## config.mk

```make
export PLATFORM = sky130hd
export DESIGN_NAME = uart_rx_cfg
export DESIGN_NICKNAME = d
export VERILOG_FILES = /design/src/rtl/uart_rx_cfg.sv
export SDC_FILE = /design/constraint.sdc
export NUM_CORES = 1
export LEC_CHECK = 0
export BUFFER_PORTS_ARGS = -buffer_cell sky130_fd_sc_hd__buf_2
export CORE_MARGIN = 4
export CORE_UTILIZATION = 55
export CTS_BUF_LIST = sky130_fd_sc_hd__clkbuf_2 sky130_fd_sc_hd__clkbuf_4 sky130_fd_sc_hd__clkbuf_8
export DETAILED_ROUTE_END_ITERATION = 16
export GPL_TIMING_DRIVEN = 0
export PLACE_DENSITY_LB_ADDON = 0.3
export SYNTH_ARGS = -nofsm -noshare
export SYNTH_HDL_FRONTEND = slang
export SYNTH_SLANG_ARGS = --single-unit
export TNS_END_PERCENT = 100
```

## constraint.sdc

```tcl
create_clock -name clk -period 1.79 [get_ports clk]
set_input_delay 0.0895 -clock clk [delete_from_list [all_inputs] [get_ports clk]]
set_output_delay 0.0895 -clock clk [all_outputs]
set_load 0.05 [all_outputs]
```

## src/rtl/uart_rx_cfg.sv

```systemverilog
// uart_rx_cfg: parametrised oversampling UART receiver with 3-sample majority voting,
// false-start rejection, valid/ready output and framing/parity/overrun reporting.
module uart_rx_cfg #(
  parameter int D_W        = 8,
  parameter int B_TICK     = 16,
  parameter int PARITY_EN  = 0,
  parameter int PARITY_ODD = 0,
  parameter int STOP_BITS  = 1
) (
  input  logic           clk,
  input  logic           rst,
  input  logic           tick,
  input  logic           rx_data,
  output logic [D_W-1:0] out_data,
  output logic           out_valid,
  input  logic           out_ready,
  output logic           frame_err,
  output logic           parity_err,
  output logic           overrun_err,
  output logic           busy
);
  localparam int TW = $clog2(B_TICK);
  localparam int BW = $clog2(D_W + 1);
  localparam logic [TW-1:0] T_LO  = TW'(B_TICK / 2 - 1);
  localparam logic [TW-1:0] T_MID = TW'(B_TICK / 2);
  localparam logic [TW-1:0] T_HI  = TW'(B_TICK / 2 + 1);
  localparam logic [TW-1:0] T_END = TW'(B_TICK - 1);
  localparam logic [BW-1:0] B_LAST = BW'(D_W - 1);
  localparam logic [BW-1:0] S_LAST = BW'(STOP_BITS - 1);

  typedef enum logic [2:0] {IDLE, START, DATA, PARITY, STOP, BREAK} state_t;
  state_t state, state_n;

  logic s1, rxs, bit_v, ferr_p, perr_p, maj, vote, bend, done, load;
  logic [1:0]     smp;
  logic [TW-1:0]  tc;
  logic [BW-1:0]  bc;
  logic [D_W-1:0] sh;

  // third sample is the live rxs at the deciding tick
  assign maj  = (smp[0] & smp[1]) | (rxs & (smp[0] | smp[1]));
  assign vote = tick && tc == T_HI;
  assign bend = tick && tc == T_END;
  assign load = done && (!out_valid || out_ready);
  assign busy = state != IDLE;

  always_comb begin
    state_n = state;
    done    = 1'b0;
    case (state)
      IDLE:    if (!rxs) state_n = START;
      START:   state_n = (vote && maj) ? IDLE : bend ? DATA : START;
      DATA:    if (bend && bc == B_LAST) state_n = (PARITY_EN != 0) ? PARITY : STOP;
      PARITY:  if (bend) state_n = STOP;
      STOP:    if (vote && bc == S_LAST) begin
        done    = 1'b1;
        state_n = maj ? IDLE : BREAK;
      end
      BREAK:   if (rxs) state_n = IDLE;
      default: state_n = IDLE;
    endcase
  end

  always_ff @(posedge clk or negedge rst)
    if (!rst) state <= IDLE;
    else state <= state_n;

  always_ff @(posedge clk or negedge rst)
    if (!rst) begin
      s1     <= 1'b1;
      rxs    <= 1'b1;
      tc     <= '0;
      bc     <= '0;
      sh     <= '0;
      smp    <= '0;
      bit_v  <= 1'b0;
      ferr_p <= 1'b0;
      perr_p <= 1'b0;
    end else begin
      s1  <= rx_data;
      rxs <= s1;
      tc  <= (state == IDLE) ? '0 : !tick ? tc : (tc == T_END) ? '0 : tc + 1'b1;
      if (tick && tc == T_LO) smp[0] <= rxs;
      if (tick && tc == T_MID) smp[1] <= rxs;
      if (vote) bit_v <= maj;
      if (state == IDLE) begin
        bc     <= '0;
        ferr_p <= 1'b0;
        perr_p <= 1'b0;
      end
      if (state == DATA && bend) begin
        sh <= {bit_v, sh[D_W-1:1]};
        bc <= (bc == B_LAST) ? '0 : bc + 1'b1;
      end
      if (state == PARITY && bend) perr_p <= bit_v ^ (^sh) ^ (PARITY_ODD != 0);
      if (state == STOP && vote) ferr_p <= ferr_p | !maj;
      // only a non-final stop bit reaches its end tick
      if (state == STOP && bend) bc <= bc + 1'b1;
    end

  always_ff @(posedge clk or negedge rst)
    if (!rst) begin
      out_data    <= '0;
      out_valid   <= 1'b0;
      frame_err   <= 1'b0;
      parity_err  <= 1'b0;
      overrun_err <= 1'b0;
    end else begin
      out_valid   <= load || (out_valid && !out_ready);
      overrun_err <= done && out_valid && !out_ready;
      if (load) begin
        out_data   <= sh;
        frame_err  <= ferr_p | !maj;
        parity_err <= perr_p;
      end else if (out_valid && out_ready) begin
        frame_err  <= 1'b0;
        parity_err <= 1'b0;
      end
    end
endmodule

```

==> Yosys cells after proc, flatten, opt, wreduce, memory -nomap -nowiden <==
Cells that the tools add are included.
{ "classes": {"add_sub_neg": 2, "eq_ne": 15, "muxes": 24, "n_bitwise": 6, "reduce_logical": 31} }
{ "ops": {"columns": ["operator", "count"], "rows": [
  ["4-bit 2-to-1 mux", 7],
  ["3-bit 2-to-1 mux", 6],
  ["3-bit case mux with 6 select lines", 1],
  ["1-bit logical AND", 16],
  ["4-bit == test (second input constant)", 3],
  ["2-bit inequality test (second input constant)", 5],
  ["4-bit by 1-bit adder with 4-bit output (second input constant)", 2],
  ["4-bit by 3-bit == test with 1-bit output (second input constant)", 2],
  ["1-bit 2-to-1 mux", 8],
  ["2-bit nonzero test", 4],
  ["8-bit XOR reduction", 1],
  ["3-bit by 2-bit == test with 1-bit output (second input constant)", 2],
  ["3-bit == test (second input constant)", 2],
  ["3-bit nonzero test", 2],
  ["5-bit AND reduction", 1],
  ["4-bit logical NOT", 1],
  ["2-bit 2-to-1 mux", 2],
  ["3-bit by 1-bit == test with 1-bit output (second input constant)", 1],
  ["1-bit logical NOT", 3],
  ["3-bit logical NOT", 1],
  ["1-bit OR", 3],
  ["1-bit bitwise AND", 2],
  ["1-bit logical OR", 2],
  ["1-bit XOR", 1]
]} }
{ "totals": {"register_bits": 38, "in_bits": 5, "output_inout_bits": 13, "word_cells": 94} }

==> Depth between registers and ports, before layout <==
{ "depth": {"depth_word": 7, "ltp_mapped": 7, "mapped_depth_nobuf": 6} }

==> Worst setup path before layout <==
Ideal clock, no wire load.
{ "synth_path": {"path_type": "flip-flop to flip-flop", "start": "register tc[1]", "end": "register out_data[0]", "setup_ns": 0.125, "arrival_time_ns": 1.618, "t_required_ns": 1.665, "slack_ns": 0.047, "path_stages_with_launch": 8, "path_buffers": 1, "period_less_slack_ns": 1.743, "cell_sequence": "dfrtp_1 -> inv_1 -> ha_1 -> and4b_2 -> nand4_4 -> nand2b_4 -> buf_6 -> mux2_4"} }
{ "synth_between": {"elab_chain_len": 6} }
{ "synth_lines": {"columns": ["element", "line_no", "text"], "rows": [
  ["start: declaration", "36", "logic [TW-1:0] tc;"],
  ["start signal: assignment", "82", "tc <= (state == IDLE) ? '0 : !tick ? tc : (tc == T_END) ? '0 : tc + 1'b1;"],
  ["4-bit == test", "42", "assign vote = tick && tc == T_HI;"],
  ["1-bit logical AND", "42", null],
  ["1-bit logical AND", "55", "STOP: if (vote && bc == S_LAST) begin"],
  ["1-bit 2-to-1 mux", "55", null],
  ["1-bit 2-to-1 mux", "50", "case (state)"],
  ["1-bit logical AND", "44", "assign load = done && (!out_valid || out_ready);"],
  ["end signal: assignment", "112", "out_data <= sh;"],
  ["end: declaration", "14", "output logic [D_W-1:0] out_data,"]
]} }
No other way between the ends.
A chain may end at the register's enable or synchronous reset.

==> Worst setup path in the final report <==
{ "layout_path": {"start": "register state[2]", "end": "register sh[3]"} }
{ "layout_between": {"elab_chain_len": 2} }
{ "layout_lines": {"columns": ["element", "line_no", "text"], "rows": [
  ["start: declaration", "32", "state_t state, state_n;"],
  ["start signal: assignment", "66", "else state <= state_n;"],
  ["3-bit by 2-bit == test with 1-bit output", "91", "if (state == DATA && bend) begin"],
  ["1-bit logical AND", "91", null],
  ["end signal: assignment", "92", "sh <= {bit_v, sh[D_W-1:1]};"],
  ["end: declaration", "38", "logic [D_W-1:0] sh;"]
]} }
No other way between the ends.

==> results.cfg <==
[logic_synthesis]
synth_cell_type_count = 44
synth-seq-cells = 38
avgSynthCellArea_um2 = 11.67
netlist_area_mm2 = 0.002007
synth-edff-count = 0
async_flop_share = 1.000
synth-main-ff-cell = dfrtp_1
yosys_warnings = 0
yosysSeqAreaShare = 0.4751
synth_nets = 182
syn_inst = 172

[cts]
htreeDepth = 2
cts_buffer_depth = 2
cts.sinks = 38
clkLatencyLatePin_ns = 0.30
cts_root_buffer = clkbuf_8
path_clk_slew_ns = 0.08
numCtsBuffers = 5
cts_tree = built

[setup_path]
cp_cell_sequence = buf_6 -> or3b_4 -> or2_1 -> buf_6 -> mux2_4
path_common_cell = buf_6
crit_fanout = 10
critPathTopFamily = simple AND/OR/NAND/NOR gates
critPathLaunchType = flip-flop
crit_required_ns = 1.98
slowest_delay_ns = 0.40
crit_buf_inv = 2
critPathArrivalTime_ns = 1.93
worst-setup-path-type = flip-flop to flip-flop
endpoint_kind = flip-flop
cp_slowest_cell = dfrtp_1

[routing]
drc = 0
routedWlPerCell_um = 15.63
drtIter0Drc = 59
finalWirelength_mm = 3.875
via_per_inst = 5.516
detail-route-antenna-nets = 0
drt-pass1-iter-count = 4
vias = 1368

[cells_and_area]
stdcell_area_mm2 = 0.002338
area_growth_pct = 16.52
drive_gt1_frac = 0.3564
diodes = 0
layout_common_cells = 34 x dfrtp_1, 16 x mux2_4, 15 x buf_2
fin_nets = 211
layout_commonest_cell = dfrtp_1

[power_and_ir_drop]
vdd_drop_max_v = 0.0007558
power_density_mw_per_mm2 = 1069
leakage_nw = 1.175

[timing]
report.final.slew_viol_count = 0
finClkSkew_ns = 0.009969
timing.final.crit_period_ns = 1.742
finalCritPeriodShare = 0.9730
rsz0062_at_grt = true
fmax_ghz = 0.5742
relSlewSlack = 0.4479
setup_viol = 0
setup_tns_ns = 0
finalHoldViolCount = 0
hold_ws_ns = 0.1154
worst_pin_slew_ns = 0.8282

[run_status]
status = complete, no violations

[global_routing]
grt_pass1_wl_mm = 6.403
use_met1 = 0.2277
grt_start_max_net_pins = 39
use_met2 = 0.3254
met3_usage = 0.05419
antenna_found_initial = 0
grt-busiest-layer = met2
grt_usage = 0.1938
grt_pass1_vias = 1298
grt.overflow.total = 0

[placement]
finalWeightedCongestion = 0.8515
hpwl_mm = 2.727
io_buffers = 16
placed_area_mm2 = 0.002145

[die]
ios = 18
die_y_um = 68.41
fp.dieW_um = 68.41
design.die.area_mm2 = 0.004679
start_util = 0.5831
rows = 21
core_area_mm2 = 0.003442

[job]
drv_cap = 0

[min_path]
hold_path.class = input pin to flip-flop
-- through the flow --
| stage | util | power (mW) | std cells | setup slack (ns) |
|---|---|---|---|---|
| global placement | 0.6230 | 1.706 | 234 | -0.05377 |
| global route | 0.6794 | 2.650 | 248 | -0.02954 |
| floorplan | - | 1.587 | 172 | 0.04707 |
| finish | 0.6794 | 2.499 | 248 | 0.04839 |
| CTS | 0.6718 | 2.433 | 247 | -0.006128 |
| detailed placement | 0.6230 | 1.750 | 234 | -0.1331 |
-- what timing repair did --
item / CTS / global route
endpoints found under the setup margin: 12 / 21
setup buffers: 3 / 3
pin swaps: 1 / 3
endpoints found under the hold margin: 37 / 0
hold buffers: 2 / 0
resized for setup: 8 / 8
-- worst paths after layout --
check | depth (start not counted) | slack [ns] | from | end
hold reg to reg | 0 | 0.36 | s1$_DFF_PN1_ | rxs$_DFF_PN1_
hold / removal | 3 | 0.12 | tick | tc[1]$_DFFE_PN0P_
setup / recovery | 5 | 0.05 | state[2]$_DFFE_PN0P_ | sh[3]$_DFFE_PN0P_
setup reg to reg | 5 | 0.05 | state[2]$_DFFE_PN0P_ | sh[3]$_DFFE_PN0P_
max in group asynchronous | 2 | 0.78 | rst | tc[0]$_DFFE_PN0P_
min in group asynchronous | 2 | 0.43 | rst | parity_err$_DFFE_PN0P_
-- power breakdown --
| group | total, mW | switching (mW) | internal, mW | leakage [nW] |
|---|---|---|---|---|
| combinational | 0.807 | 0.433 | 0.374 | 0.617 |
| clock | 0.611 | 0.302 | 0.309 | 0.0472 |
| sequential | 1.08 | 0.113 | 0.968 | 0.510 |
-- synth_stat cells, types with 2 or more instances --
library cell / number / share of area
o22ai_1: 2 / 0.0062
buf_4: 2 / 0.0075
nand3_1: 5 / 0.012
o21ai_0: 10 / 0.025
o221ai_1: 2 / 0.0087
dfstp_2: 2 / 0.026
mux2_2: 4 / 0.022
buf_6: 3 / 0.017
mux2i_1: 4 / 0.020
nand2b_1: 4 / 0.012
a21oi_1: 7 / 0.017
maj3_1: 3 / 0.015
o211ai_1: 2 / 0.0075
mux2_4: 16 / 0.12
ha_1: 5 / 0.031
nor2_1: 12 / 0.022
xnor2_1: 6 / 0.026
nand2_1: 12 / 0.022
dfrtp_1: 36 / 0.45
inv_1: 11 / 0.021
-- registers in the layout, indices dropped and copies added (netlist names) --
name         count
out_valid        1
state            3
bit_v            1
ferr_p           1
frame_err        1
bc               4
sh               8
smp              2
tc               4
overrun_err      1
perr_p           1
parity_err       1
out_data         8
s1               1
rxs              1
-- worst min-delay path, cell delays in order --
cell	delay, ns
buf_4	0.13
mux2i_1	0.07
nor2_1	0.08
-- metal layers --
layer	vias up	share of wire
li1	655	-
met1	670	0.41
met2	35	0.52
met3	8	0.048
met4	0	0.019
met5	-	0
-- cell type report --
| class | count | area, um2 |
|---|---|---|
| Buffer | 5 | 45.04 |
| Clock buffer | 6 | 82.58 |
| Clock inverter | 2 | 12.51 |
| Fill cell | 258 | 1104 |
| Inverter | 11 | 41.29 |
| Multi-Input combinational cell | 116 | 996.0 |
| Sequential cell | 38 | 955.9 |
| Tap cell | 46 | 57.56 |
| Timing Repair Buffer | 24 | 147.6 |
-- kinds of logic after synthesis --
group	Yosys count	share of synthesized area
AND/OR/NAND/NOR	48	0.1415
flip-flops	38	0.4751
AO/OA/AOI/OAI	28	0.08417
multiplexers	24	0.1621
buffers and inverters	18	0.04924
XOR/XNOR	8	0.04177
adder cells (fa/ha/maj)	8	0.04614
Note: power is estimated with default switching activity, not from simulation.
